**src/rtl/muldiv_unit.sv**
```systemverilog
// muldiv_unit: iterative one-bit-per-cycle multiply/divide unit producing the HI/LO pair
module muldiv_unit #(
  parameter int WIDTH = 32,
  parameter int CNT_W = 5
) (
  input  logic             clk,
  input  logic             reset,
  input  logic             start,
  input  logic [1:0]       op,
  input  logic [WIDTH-1:0] op_a,
  input  logic [WIDTH-1:0] op_b,
  input  logic             cancel,
  input  logic             wr_hi,
  input  logic             wr_lo,
  input  logic [WIDTH-1:0] wr_data,
  output logic             busy,
  output logic             done,
  output logic             div_zero,
  output logic [WIDTH-1:0] hi,
  output logic [WIDTH-1:0] lo
);
  typedef enum logic [1:0] {IDLE, RUN, FINISH} state_e;
  state_e             state_q;
  logic [CNT_W-1:0]   cnt_q;
  logic               is_div_q, neg_q, rneg_q;
  logic [WIDTH-1:0]   m_q;
  logic [2*WIDTH-1:0] acc_q, acc_d, prod;
  logic [WIDTH-1:0]   abs_a, abs_b, quo, rem;
  logic               sa, sb;
  logic [WIDTH:0]     sum;
  logic [WIDTH+1:0]   diff;
  // operand magnitudes, one shift-add / restoring-subtract step, and final sign correction
  always_comb begin
    sa    = ~op[0] & op_a[WIDTH-1];
    sb    = ~op[0] & op_b[WIDTH-1];
    abs_a = sa ? -op_a : op_a;
    abs_b = sb ? -op_b : op_b;
    sum   = {1'b0, acc_q[2*WIDTH-1:WIDTH]} + (acc_q[0] ? {1'b0, m_q} : '0);
    diff  = {1'b0, acc_q[2*WIDTH-1:WIDTH-1]} - {2'b0, m_q};
    acc_d = !is_div_q ? {sum, acc_q[WIDTH-1:1]} :
            diff[WIDTH+1] ? {acc_q[2*WIDTH-2:0], 1'b0} :
            {diff[WIDTH-1:0], acc_q[WIDTH-2:0], 1'b1};
    prod  = neg_q ? -acc_q : acc_q;
    quo   = neg_q ? -acc_q[WIDTH-1:0] : acc_q[WIDTH-1:0];
    rem   = rneg_q ? -acc_q[2*WIDTH-1:WIDTH] : acc_q[2*WIDTH-1:WIDTH];
  end
  // control FSM with registered handshake outputs and the architectural HI/LO registers
  always_ff @(posedge clk or negedge reset) begin
    if (!reset) begin
      state_q  <= IDLE;
      cnt_q    <= '0;
      is_div_q <= 1'b0;
      neg_q    <= 1'b0;
      rneg_q   <= 1'b0;
      m_q      <= '0;
      acc_q    <= '0;
      busy     <= 1'b0;
      done     <= 1'b0;
      div_zero <= 1'b0;
      hi       <= '0;
      lo       <= '0;
    end else begin
      done <= 1'b0;
      case (state_q)
        IDLE: begin
          if (start && !cancel) begin
            state_q  <= RUN;
            busy     <= 1'b1;
            cnt_q    <= '0;
            is_div_q <= op[1];
            neg_q    <= sa ^ sb;
            rneg_q   <= sa;
            m_q      <= op[1] ? abs_b : abs_a;
            acc_q    <= {{WIDTH{1'b0}}, op[1] ? abs_a : abs_b};
            div_zero <= op[1] && op_b == '0;
          end else if (!start) begin
            if (wr_hi) hi <= wr_data;
            if (wr_lo) lo <= wr_data;
          end
        end
        RUN: begin
          if (cancel) begin
            state_q <= IDLE;
            busy    <= 1'b0;
          end else begin
            acc_q <= acc_d;
            cnt_q <= cnt_q + 1'b1;
            if (&cnt_q) state_q <= FINISH;
          end
        end
        FINISH: begin
          state_q <= IDLE;
          busy    <= 1'b0;
          if (!cancel) begin
            done <= 1'b1;
            hi   <= is_div_q ? rem : prod[2*WIDTH-1:WIDTH];
            lo   <= !is_div_q ? prod[WIDTH-1:0] : div_zero ? '1 : quo;
          end
        end
        default: state_q <= IDLE;
      endcase
    end
  end
endmodule

```
**config.mk**
```make
export PLATFORM = sky130hd
export DESIGN_NAME = muldiv_unit
export DESIGN_NICKNAME = d
export VERILOG_FILES = /design/src/rtl/muldiv_unit.sv
export SDC_FILE = /design/constraint.sdc
export NUM_CORES = 1
export LEC_CHECK = 0
export CAP_MARGIN = 20
export CORE_MARGIN = 3
export CORE_UTILIZATION = 36
export CTS_BUF_LIST = sky130_fd_sc_hd__clkbuf_4 sky130_fd_sc_hd__clkbuf_8
export DETAILED_ROUTE_END_ITERATION = 8
export GPL_ROUTABILITY_DRIVEN = 0
export GPL_TIMING_DRIVEN = 0
export PLACE_DENSITY = 0.59
export SLEW_MARGIN = 5
export SYNTH_ARGS = -nofsm -noshare
export SYNTH_HDL_FRONTEND = slang
export SYNTH_SLANG_ARGS = --single-unit
```
**constraint.sdc**
```tcl
create_clock -name clk -period 6 [get_ports clk]
set_input_delay 0.6 -clock clk [delete_from_list [all_inputs] [get_ports clk]]
set_output_delay 0.6 -clock clk [all_outputs]
set_load 0.01 [all_outputs]
```
==> flow_summary.ini, run 1 <==
[clocking]
clkSlewWorstSetupHoldPaths_ns = 0.11
clock-sinks = 173
cts_buffer_depth = 2
post_cts_resized = 0
cts_tree = done
root_buffer = clkbuf_8
cts_made_buffers = 17
worstSkewPairLatency_ns = 0.50
ctsHtreeMaxLevel = 4
cts_hold_buf = 0
cts_setup_buffers = 0

[sta]
drv_slew = 0
worst_slew_pin_slew_ns = 0.916
max-slew-margin-rel_pct = 38.8
fin_hold_ws_ns = 0.109
period_share_pct = 77.1
rsz0062_at_grt = false
clock.fmax_mhz = 216
tns_ns = 0
fin_skew_ns = 0.0216
setup_viol = 0
fin_crit_ns = 4.63
fin_ws_ns = 1.37
hold_violations = 0

[worst_setup_path]
criticalPathCategory = reg -> reg
critPathMaxFanout = 10
critPathRequiredTime_ns = 6.43
r2r_start = acc_q[0]
reg2regPathDepth = 13
cp-endpoint = acc_q[62]
cp-end-kind = flip-flop
startpoint_type = flip-flop
crit_start = acc_q[0]
r2r-end = acc_q[62]
crit_arrival_ns = 5.06
rrSetupSlack_ns = 1.37

[route]
routed_wl_um = 59100
drc = 0
viasPerCell = 5.88
ant_nets = 0
via_count = 15600
drt_iter0_markers = 1427
post_drt_wl_per_cell_um = 22.2
drtPass1Iterations = 6

[synthesis]
async_flop_share_pct = 100
synth_cell_types = 78
avgSynthCellArea_um2 = 7.80
ys_seq_area_share_pct = 28.9
syn_nets = 2100
synthCells = 1921
netlist_area_um2 = 15000
yosysWarnings = 0
synth_top_flop_cell = dfrtp_1
synth_edf_count = 0
ys_seq_elements = 173

[place]
placement.io_buffers = 170
place_ws_ns = 1.53
placed_area_um2 = 17400
dp_cells = 2624
dp_hpwl_um = 47500

[final_layout]
layout_commonest_cell = o21ai_0
drive_above_1_share_pct = 4.80
final_cell_mix = o21ai_0, nand2_1, dfrtp_1
nets = 2290
final_util_pct = 43.4
diodes = 0
area_growth_pct = 18.7
design_area_um2 = 17800
stdcell_count = 2656
fillCellCount = 4164

[power_and_ir_drop]
combPwrFrac_pct = 66.7
sequentialPowerShare_pct = 24.2
switching_share_pct = 52.8
switchingPower_mw = 5.12
peakVddDrop_uv = 186
leakage_nw = 7.39
power.internal_mw = 4.58
total_power_mw = 9.70
power_density_nw_per_um2 = 545
p_clk_share_pct = 9.0

[global_route]
grt_overflow = 0
antenna_found_initial = 0
grt_pass1_wl_um = 89700
grt_pass1_vias = 14900
grt_usage_pct = 26.2
grt_max_degree = 88

[outcome]
run_status = completed

[die]
start_util_pct = 36.5
die_area_um2 = 44100
die_x_um = 210
core_area_um2 = 41000
io_pins = 171
num_rows = 74
chipHeight_um = 210

[min_path]
hold_class = in -> async

[run]
drv_cap = 0
area by class of cell:
class	instances	area (µm²)	area share, %
Tap cell	532	666	3.74
Buffer	112	429	2.41
Inverter	72	270	1.52
Clock inverter	15	163	0.915
Clock buffer	17	234	1.32
Sequential cell	173	4330	24.3
Multi-Input combinational cell	1564	9960	56.0
Timing Repair Buffer	171	1730	9.75
flip-flops by register name, summed over array words and instances (netlist names), 2 cells and up:
| signal | flops |
|---|---|
| acc_q | 64 |
| cnt_q | 5 |
| hi | 32 |
| lo | 32 |
| m_q | 32 |
| state_q | 2 |
kinds of logic (layout without fill, tap and decap cells):
group | count (synthesis) | in the layout | synth area share, %
AO/OA/AOI/OAI | 669 | 669 | 27.1
AND/OR/NAND/NOR | 574 | 574 | 17.7
buffers and inverters | 184 | 387 | 4.67
flip-flops | 173 | 173 | 28.9
XOR/XNOR | 171 | 171 | 9.99
adder cells (fa/ha/maj) | 75 | 75 | 6.36
multiplexers | 75 | 75 | 5.31
how the worst min path moves through the flow:
| stage | endpoint | slack [ns] | depth (start not counted) |
|---|---|---|---|
| 6_report | lo[12] | 0.11 | 1 |
| 5_1_grt | lo[12] | 0.14 | 1 |
| 4_1_cts | lo[11] | 0.12 | 1 |
| 3_5_place_dp | cnt_q[4] | 0.47 | 2 |
| 3_3_place_gp | cnt_q[4] | 0.46 | 2 |
| 2_1_floorplan | acc_q[0] | 0.30 | 0 |
layer usage:
| layer | wire length (µm) | vias to the layer above | track usage (%) | part of all wire (%) |
|---|---|---|---|---|
| met5 | 0 | - | 0 | 0 |
| li1 | - | 7299 | - | - |
| met4 | 2490 | 0 | 10.6 | 4.2 |
| met3 | 4130 | 120 | 3.59 | 7.0 |
| met1 | 26200 | 7514 | 36.0 | 44 |
| met2 | 26300 | 689 | 41.8 | 44 |
cells in the mapped netlist, types with 36 or more instances:
cell type,instances,area share [%]
a21oi_1,166,5.5
clkbuf_1,97,2.4
dfrtp_1,173,29
ha_1,73,6.1
inv_1,72,1.8
mux2_2,36,2.7
mux2i_1,39,2.6
nand2_1,227,5.7
nor2_1,153,3.8
nor3_1,40,1.3
o21ai_0,244,8.1
o22ai_1,36,1.5
xnor2_1,102,6.0
xor2_1,69,4.0
worst max-delay path: stages, from the launching register on:
cell	delay, ns
dfrtp_1	0.54
inv_1	0.26
clkbuf_1	0.38
nor2_1	0.11
ha_1	0.42
nand4_1	0.14
o21ai_0	0.31
o31ai_1	0.16
a211oi_1	0.75
nor4_1	0.19
or3b_2	0.55
o21a_1	0.22
o311ai_0	0.32
a32o_1	0.22
power by group through the flow:
stage | logic [mW] | clock network, mW | registers, mW
2_1_floorplan | 4.23 | 0 | 2.18
3_3_place_gp | 6.29 | 0 | 2.33
3_5_place_dp | 6.38 | 0 | 2.35
4_1_cts | 6.40 | 0.884 | 2.32
5_1_grt | 7.10 | 0.932 | 2.41
6_report | 6.47 | 0.877 | 2.35
Note: power is estimated with default switching activity, not from simulation.
==> inputs of run 2 (changes only) <==
clock period = 4.4 ns   (was 6 ns; I/O delays follow)
==> run 2 against run 1 <==
Compared with the run above:
- sequential share of layout area is essentially flat
- sequential cell count is the same
- non-clock buffer count grew 1
- via count grew 0.45%
- register-to-register slack lost 1.1 ns
- wire length is essentially flat
- largest cell class unchanged
- fmax grew 12%
- cell area grew 0.18%
- global-route usage is essentially flat
- highest routed layer unchanged
- core utilization grew 0.076 points
- die area is the same
- sequential power grew 36%
==> flow_summary.ini, run 2 (synthesis gave the netlist of run 1 again) <==
[worst_setup_path]
criticalPathCategory = reg -> reg
crit_arrival_ns = 4.47
critPathMaxFanout = 10
cp-end-kind = flip-flop
critPathRequiredTime_ns = 4.75
startpoint_type = flip-flop

[clocking]
cts_tree = done
clkSlewWorstSetupHoldPaths_ns = 0.12
root_buffer = clkbuf_8
clock-sinks = 173
cts_made_buffers = 17
cts_buffer_depth = 2
ctsHtreeMaxLevel = 4
worstSkewPairLatency_ns = 0.49

[place]
place_ws_ns = -0.0711
dp_hpwl_um = 47500
placement.io_buffers = 170

[final_layout]
diodes = 0
fillCellCount = 4161
area_growth_pct = 18.9
drive_above_1_share_pct = 5.13
seq_area_um2 = 4330
regMostFlops = acc_q
layout_commonest_cell = o21ai_0
final_cell_mix = o21ai_0, nand2_1, dfrtp_1
nets = 2291
largest_register_ffs = 64
multi_input_area_um2 = 9980

[global_route]
antenna_found_initial = 0
grt_pass1_vias = 14900
grt_usage_pct = 26.2
grt_max_degree = 88
grt_pass1_wl_um = 89700
grt_overflow = 0

[power_and_ir_drop]
leakage_nw = 7.41
power_density_nw_per_um2 = 743
peakVddDrop_uv = 250

[die]
core_area_um2 = 41000
num_rows = 74
start_util_pct = 36.5
die_x_um = 210
chipHeight_um = 210
die_area_um2 = 44100
io_pins = 171

[sta]
worst_slew_pin_slew_ns = 0.905
rsz0062_at_grt = false
period_share_pct = 93.7
fin_ws_ns = 0.276
fin_crit_ns = 4.12
fin_skew_ns = 0.0258
setup_viol = 0
tns_ns = 0
max-slew-margin-rel_pct = 39.5
fin_hold_ws_ns = 0.491
clock.fmax_mhz = 243
hold_violations = 0
drv_slew = 0

[run]
drv_cap = 0

[route]
drtPass1Iterations = 6
ant_nets = 0
drc = 0
routed_wl_um = 59000
post_drt_wl_per_cell_um = 22.2
via_count = 15700
drt_iter0_markers = 1352
viasPerCell = 5.91

[outcome]
run_status = completed

[min_path]
hold_class = reg -> reg
## run 2: cell types whose count changed in the layout (fill, tap and decap cells not counted), sizes merged
cell,delta
dlygate4sd3,+1
## run 2: layer usage
layer | global-route usage (%) | vias up | part of all wire, %
li1 | - | 7305 | -
met1 | 36.0 | 7587 | 45
met2 | 41.8 | 674 | 44
met3 | 3.47 | 126 | 6.7
met4 | 10.6 | 0 | 4.2
met5 | 0 | - | 0
## run 2: what timing repair did
item	CTS	global route
endpoints found under the setup margin	12	15
hold endpoints to repair	77	0
hold buffers	1	0
setup buffers	0	0
pin swaps	0	1
gates resized for setup	3	8
## run 2: path summary, 6_finish.rpt
kind,startpoint,endpoint,depth (start not counted),slack [ns]
worst max-delay path,acc_q[0],acc_q[61],14,0.28
worst min-delay path,lo[5],lo[5],2,0.49
worst max register to register,acc_q[0],acc_q[61],14,0.28
worst min register to register,lo[5],lo[5],2,0.49
max in group asynchronous,reset,m_q[22],3,2.94
min in group asynchronous,reset,lo[11],2,0.56
## run 2: final cells by class
cell class	count	area share [%]
multi-input combinational	1564	56.0
sequential	173	24.3
timing repair buffer	172	9.79
tap	532	3.74
buffer	112	2.44
inverter	72	1.52
clock buffer	17	1.31
clock inverter	15	0.913
## run 2: metrics by stage
step                      utilization [%]  cell area (µm²)  instances  power, mW
after global placement               42.3            17400       2623       11.8
after global routing                 43.4            17800       2657       14.2
final                                43.4            17800       2657       13.2
after CTS                            43.4            17800       2657       13.1
after detailed placement             42.4            17400       2624       11.9
after floorplan                         -            15000       1921       8.75
## run 2: critical path, cell delays in order (launching register included)
cell and delay (ns):
dfrtp_1 0.61, inv_1 0.24, clkbuf_2 0.27, nor2_1 0.15, ha_1 0.23, clkbuf_1 0.19
a21oi_1 0.16, o211ai_1 0.11, a221o_1 0.35, a311oi_1 0.24, o21ai_0 0.31, a221oi_2 0.54
mux2i_1 0.14, a211oi_1 0.29, o21ai_0 0.16
## run 2: power breakdown
part / leakage [nW] / internal (mW) / switching [mW]
sequential: 2.17 / 2.28 / 0.918
clock: 0.200 / 0.433 / 0.759
combinational: 5.04 / 3.53 / 5.30
